### src/rtl/serial_full_subtractor.sv
// serial_full_subtractor
//   Bit-serial subtractor: diff = a - b - borrowin, one bit per clock, LSB first,
//   using one full-subtractor cell and a borrow flip-flop.
// Ports:
//   clk, rst_n          clock, asynchronous active-low reset
//   start               request, sampled only while idle
//   a, b, borrowin      operands, captured on the accepting edge
//   busy                high while an operation is in progress
//   done                one-cycle pulse when diff/borrowout/overflow update
//   diff                a - b - borrowin mod 2^WIDTH, held until next completion
//   borrowout           unsigned borrow out of the MSB
//   overflow            two's-complement signed overflow
module serial_full_subtractor #(
  parameter int unsigned WIDTH = 8
) (
  input  logic             clk,
  input  logic             rst_n,
  input  logic             start,
  input  logic [WIDTH-1:0] a,
  input  logic [WIDTH-1:0] b,
  input  logic             borrowin,
  output logic             busy,
  output logic             done,
  output logic [WIDTH-1:0] diff,
  output logic             borrowout,
  output logic             overflow
);

  localparam int unsigned CW = $clog2(WIDTH) + 1;

  typedef enum logic {
    IDLE = 1'b0,
    RUN  = 1'b1
  } state_t;

  state_t           state_q;
  state_t           state_d;
  logic [WIDTH-1:0] a_sr;
  logic [WIDTH-1:0] b_sr;
  logic [WIDTH-1:0] res_sr;
  logic [WIDTH-1:0] res_next_c;
  logic             bo_ff;
  logic [CW-1:0]    cnt;
  logic             last_c;
  logic             ai_c;
  logic             bi_c;
  logic             d_c;
  logic             bnext_c;

  // Full-subtractor cell on the current LSBs
  always_comb begin
    ai_c    = a_sr[0];
    bi_c    = b_sr[0];
    d_c     = ai_c ^ bi_c ^ bo_ff;
    bnext_c = (~ai_c & bi_c) | (~(ai_c ^ bi_c) & bo_ff);
  end

  // Result register with the new bit entering at the MSB (shift form also covers WIDTH=1)
  always_comb begin
    res_next_c = (res_sr >> 1) | (WIDTH'(d_c) << (WIDTH - 1));
    last_c     = (cnt == CW'(WIDTH - 1));
  end

  // Next-state logic
  always_comb begin
    state_d = state_q;
    case (state_q)
      IDLE:    if (start)  state_d = RUN;
      RUN:     if (last_c) state_d = IDLE;
      default: state_d = IDLE;
    endcase
  end

  // State register
  always_ff @(posedge clk or negedge rst_n) begin
    if (!rst_n) state_q <= IDLE;
    else        state_q <= state_d;
  end

  // Datapath and registered outputs
  always_ff @(posedge clk or negedge rst_n) begin
    if (!rst_n) begin
      a_sr      <= '0;
      b_sr      <= '0;
      res_sr    <= '0;
      bo_ff     <= 1'b0;
      cnt       <= '0;
      busy      <= 1'b0;
      done      <= 1'b0;
      diff      <= '0;
      borrowout <= 1'b0;
      overflow  <= 1'b0;
    end else begin
      done <= 1'b0;
      case (state_q)
        IDLE: begin
          if (start) begin
            a_sr  <= a;
            b_sr  <= b;
            bo_ff <= borrowin;
            cnt   <= '0;
            busy  <= 1'b1;
          end
        end
        RUN: begin
          a_sr   <= a_sr >> 1;
          b_sr   <= b_sr >> 1;
          res_sr <= res_next_c;
          bo_ff  <= bnext_c;
          cnt    <= cnt + CW'(1);
          if (last_c) begin
            diff      <= res_next_c;
            borrowout <= bnext_c;
            // signed overflow: borrow into MSB differs from borrow out of MSB
            overflow  <= bo_ff ^ bnext_c;
            done      <= 1'b1;
            busy      <= 1'b0;
          end
        end
        default: ;
      endcase
    end
  end

endmodule

### config.mk
export PLATFORM = sky130hd
export DESIGN_NAME = serial_full_subtractor
export DESIGN_NICKNAME = d
export VERILOG_FILES = /design/src/rtl/serial_full_subtractor.sv
export SDC_FILE = /design/constraint.sdc
export NUM_CORES = 1
export LEC_CHECK = 0
export BUFFER_PORTS_ARGS = -buffer_cell sky130_fd_sc_hd__buf_2
export CAP_MARGIN = 20
export CORE_MARGIN = 1
export CORE_UTILIZATION = 49
export CTS_CLUSTER_SIZE = 25
export DETAILED_ROUTE_END_ITERATION = 10
export HOLD_SLACK_MARGIN = 0.03
export PLACE_DENSITY = 0.72
export SYNTH_ARGS = -nofsm -noshare
export SYNTH_HDL_FRONTEND = slang
export SYNTH_SLANG_ARGS = --single-unit
### constraint.sdc
create_clock -name clk -period 1.41 [get_ports clk]
set_clock_uncertainty 0.2 [all_clocks]
set_input_delay 0.141 -clock clk [delete_from_list [all_inputs] [get_ports clk]]
set_output_delay 0.141 -clock clk [all_outputs]
set_load 0.1 [all_outputs]
# Word-level counts from Yosys, hierarchy flattened
# Index checks and enable logic that the tools add are counted.
dict set report totals {
  register_bits 42
  output_inout_bits 12
}
dict set report classes {
  n_addsub 1
  n_eq_ne 3
  n_mux 16
  bitwise_logic 10
  reduce_logical 2
}
# operator count
set op_table {}
lappend op_table {{8-bit case mux with 2 select lines} 2}
lappend op_table {{8-bit 2-to-1 mux} 2}
lappend op_table {{7-bit by 8-bit OR with 8-bit output} 1}
lappend op_table {{4-bit case mux with 2 select lines} 1}
lappend op_table {{1-bit 2-to-1 mux} 7}
lappend op_table {{1-bit case mux with 2 select lines} 3}
lappend op_table {{4-bit by 1-bit adder with 4-bit output (second input constant)} 1}
lappend op_table {{4-bit by 3-bit == test with 1-bit output (second input constant)} 1}
lappend op_table {{4-bit 2-to-1 mux} 1}
lappend op_table {{2-bit AND reduction} 2}
lappend op_table {{1-bit NOT} 3}
lappend op_table {{1-bit XOR} 3}
lappend op_table {{1-bit bitwise AND} 2}
lappend op_table {{2-bit by 1-bit != test with 1-bit output (second input constant)} 1}
lappend op_table {{2-bit != test (second input constant)} 1}
lappend op_table {{1-bit OR} 1}

# Longest topological paths before layout
dict set report logic_depth {
  word_depth 5
  mapped_depth 5
}

# Worst setup path after synthesis
# Ideal clock, no wire load.
dict set report synth_timing {
  path_kind {flip-flop to flip-flop}
  startpoint {register cnt[0]}
  endpoint {register diff[1]}
  setup_time_ns 0.125
  t_arrival_ns 1.190
  slack_ns -0.106
  path_stages_with_launch 5
  period_less_slack_ns 1.516
  cell_sequence {dfrtp_1 -> ha_1 -> nand4b_4 -> buf_6 -> mux2_4}
}
dict set report synth_between {
  elab_chain_len 2
}
# item line_no
set synth_lines {}
lappend synth_lines {{start, declared} 43} ;# logic [CW-1:0] cnt;
lappend synth_lines {{start signal, assigned} 110} ;# cnt <= cnt + CW'(1);
lappend synth_lines {{4-bit by 3-bit == test with 1-bit output} 61} ;# last_c = (cnt == CW'(WIDTH - 1));
lappend synth_lines {{2-bit AND reduction (no line)} --}
lappend synth_lines {{end signal, assigned} 112} ;# diff <= res_next_c;
lappend synth_lines {{end, declared} 24} ;# output logic [WIDTH-1:0] diff,
# No other way between the ends.
# A chain may end at the register's enable or synchronous reset.

# Worst setup path after layout
dict set report layout_timing {
  startpoint {register bo_ff}
  endpoint {register diff[7]}
}
dict set report layout_between {
  elab_chain_len 2
}
# item line_no
set layout_lines {}
lappend layout_lines {{start, declared} 42} ;# logic bo_ff;
lappend layout_lines {{start signal, assigned} 100} ;# bo_ff <= borrowin;
lappend layout_lines {{start signal, assigned} 109} ;# bo_ff <= bnext_c;
lappend layout_lines {{1-bit XOR} 54} ;# d_c = ai_c ^ bi_c ^ bo_ff;
lappend layout_lines {{net d_c} 47} ;# logic d_c;
lappend layout_lines {{7-bit by 8-bit OR with 8-bit output} 60} ;# res_next_c = (res_sr >> 1) | (WIDTH'(d_c) << (WIDTH - 1));
# The timed path passes the listed nets, and every way through them passes these cells.

==> impl_metrics.ini <==
[finish]
syn_to_final_growth_pct = 49.9
mostFrequentLayoutCell = dfrtp_1
final_core_util_pct = 77.8
nets = 233
diodes = 0
drive_above_1_share_pct = 42.5
instances_no_fill = 258
layout_common_cells = dfrtp_1, dlygate4sd3_1, buf_2

[synth]
synthesis.nets = 162
syn_avg_cell_area_um2 = 12.5
seq_area_frac_synth_pct = 58.8
synthCells = 140
ys_seq_elements = 41
syn_area_mm2 = 0.00175
ys.warnings.count = 0
ys_types = 22

[floorplanning]
fp.dieW_um = 61.7
initial_core_util_pct = 51.9
coreArea_mm2 = 0.00336
io_pins = 32
die_y_um = 61.7
die_area_mm2 = 0.00381
core.rowCount = 21

[critical_path]
rrSetupSlack_ns = -0.08
critPathLaunchType = flop
worstPathMaxFanout = 2
arrival_ns = 1.52
criticalPathCategory = flop to flop
worst_setup_path_end_kind = flop
worst-endpoint-required_ns = 1.44

[placed_design]
io_buffer_count = 31
gp_congestion = 0.769
dpl.hpwl_um = 2280
place_inst = 221

[clock_network]
clk_pin_slew_ns = 0.11
cts_tree = built
h-tree-depth = 2
cts_max_path_buffers = 2
clock_sink_count = 41
clock-root-buffer = clkbuf_4
clk_latency_ns = 0.34
cts_buffers = 5

[route]
drc = 0
vias_per_cell = 5.03
wire_per_inst_um = 14.6
first_iter_violations = 44
first_pass_iters = 4
ant_nets = 0
vias = 1298
wirelength_um = 3760

[global_routing]
grt_start_max_net_pins = 35
antenna_found_initial = 0
grt_remaining_overflow = 0
grtUsageTotal_pct = 21.5
grt_pass1_vias = 1250
grt_pass1_wl_um = 5750

[timing]
fmax_ghz = 0.670
layout_worst_path_cycle_share_pct = 106
slew_viol_final = 0
finalSetupViolCount = 12
rsz0062_at_grt = yes
hold_violations = 0
period_needed_ns = 1.49
max_slew_margin_pct = 73.4
layout_setup_ws_ns = -0.0816
worst_pin_slew_ns = 0.400

[outcome]
violations = setup timing
status = finished with violations

[power]
peakVddDrop_mv = 1.12
powerDensity_mw_per_mm2 = 2550
p_leak_uw = 0.00127

[worst_hold_path]
hold_path.class = input port to asynchronous set/reset pin

[flow_run]
maxCapViolations = 0
[final timing paths]
check	depth (start not counted)	startpoint	end
worst max-delay path	3	bo_ff	diff[7]
worst min-delay path	2	rst_n	done
worst max register to register	3	bo_ff	diff[7]
worst min register to register	2	a_sr[6]	a_sr[5]
max in group asynchronous	3	rst_n	state_q
min in group clk	2	a_sr[6]	a_sr[5]
[cells in the mapped netlist (all sizes together)]
library cell | count | area share, %
clkbuf | 3 | 0.65
o211a | 1 | 0.57
nor2 | 5 | 1.1
fa | 1 | 1.1
o21ai | 18 | 5.2
nand4b | 1 | 1.4
nand3 | 2 | 0.57
o22ai | 1 | 0.36
nand2 | 19 | 4.1
ha | 1 | 0.72
inv | 5 | 1.1
buf | 5 | 1.9
mux2 | 15 | 11
a22o | 1 | 0.50
xor2 | 2 | 1.0
dfrtp | 41 | 59
xnor2 | 1 | 0.50
mux2i | 16 | 9.2
a21oi | 2 | 0.57
[logic make-up after synthesis]
group                    Yosys count  synth area share [%]
flip-flops                        41                  58.8
multiplexers                      31                  19.9
buffers and inverters             13                  3.66
XOR/XNOR                           3                  1.51
AND/OR/NAND/NOR                   27                  7.10
adder cells (fa/ha/maj)            2                  1.86
AO/OA/AOI/OAI                     23                  7.17
[timing repair]
item,in CTS,in global routing
endpoints found under the hold margin,59,0
pin swaps,1,2
gates resized for setup,9,8
setup endpoints to repair,12,16
gates cloned,1,1
setup buffers,4,4
hold buffers,19,0
[power breakdown]
| part | total [µW] | internal, µW | switching (µW) |
|---|---|---|---|
| logic | 3830 | 1770 | 2060 |
| registers | 2190 | 1700 | 485 |
| clock network | 652 | 289 | 363 |
| total | 6670 | 3760 | 2910 |
[state kept, by name, indices dropped and copies added, names as in the netlist, 4 cells and up]
signal,count
a_sr,8
cnt,4
res_sr,7
b_sr,8
diff,8
[metal layers]
metal  routed length, µm  GRT usage, %
met1                1560          25.2
met2                2070          38.9
met3                 121          5.67
met4                  10          5.71
met5                   0             0
[area by class of cell]
type                       instances  area (µm²)
timing repair buffer              71         717
fill                             230         747
inverter                           5        22.5
tap                               46        57.6
clock inverter                     1        5.00
sequential                        41        1030
multi-input combinational         87         718
clock buffer                       7        65.1
[worst max-delay path: stages, from the launching register on]
cell     delay [ns]
dfrtp_1        0.41
inv_2          0.07
fa_2           0.43
mux2_4         0.28
[stage by stage]
stage | setup WS, ns | TNS, ns | instance area [µm²] | hold slack (ns) | power, µW
6_report | -0.0816 | -0.527 | 2620 | 0.0410 | 6670
5_1_grt | -0.105 | -1.02 | 2620 | 0.0702 | 7040
4_1_cts | -0.0754 | -0.323 | 2540 | 0.0402 | 6440
3_5_place_dp | -0.0762 | -0.683 | 2210 | -0.110 | 5540
3_3_place_gp | -0.0284 | -0.278 | 2210 | -0.119 | 5400
2_1_floorplan | -0.0405 | -0.229 | 1760 | -0.355 | 4270
(Power assumes the default switching activity.)
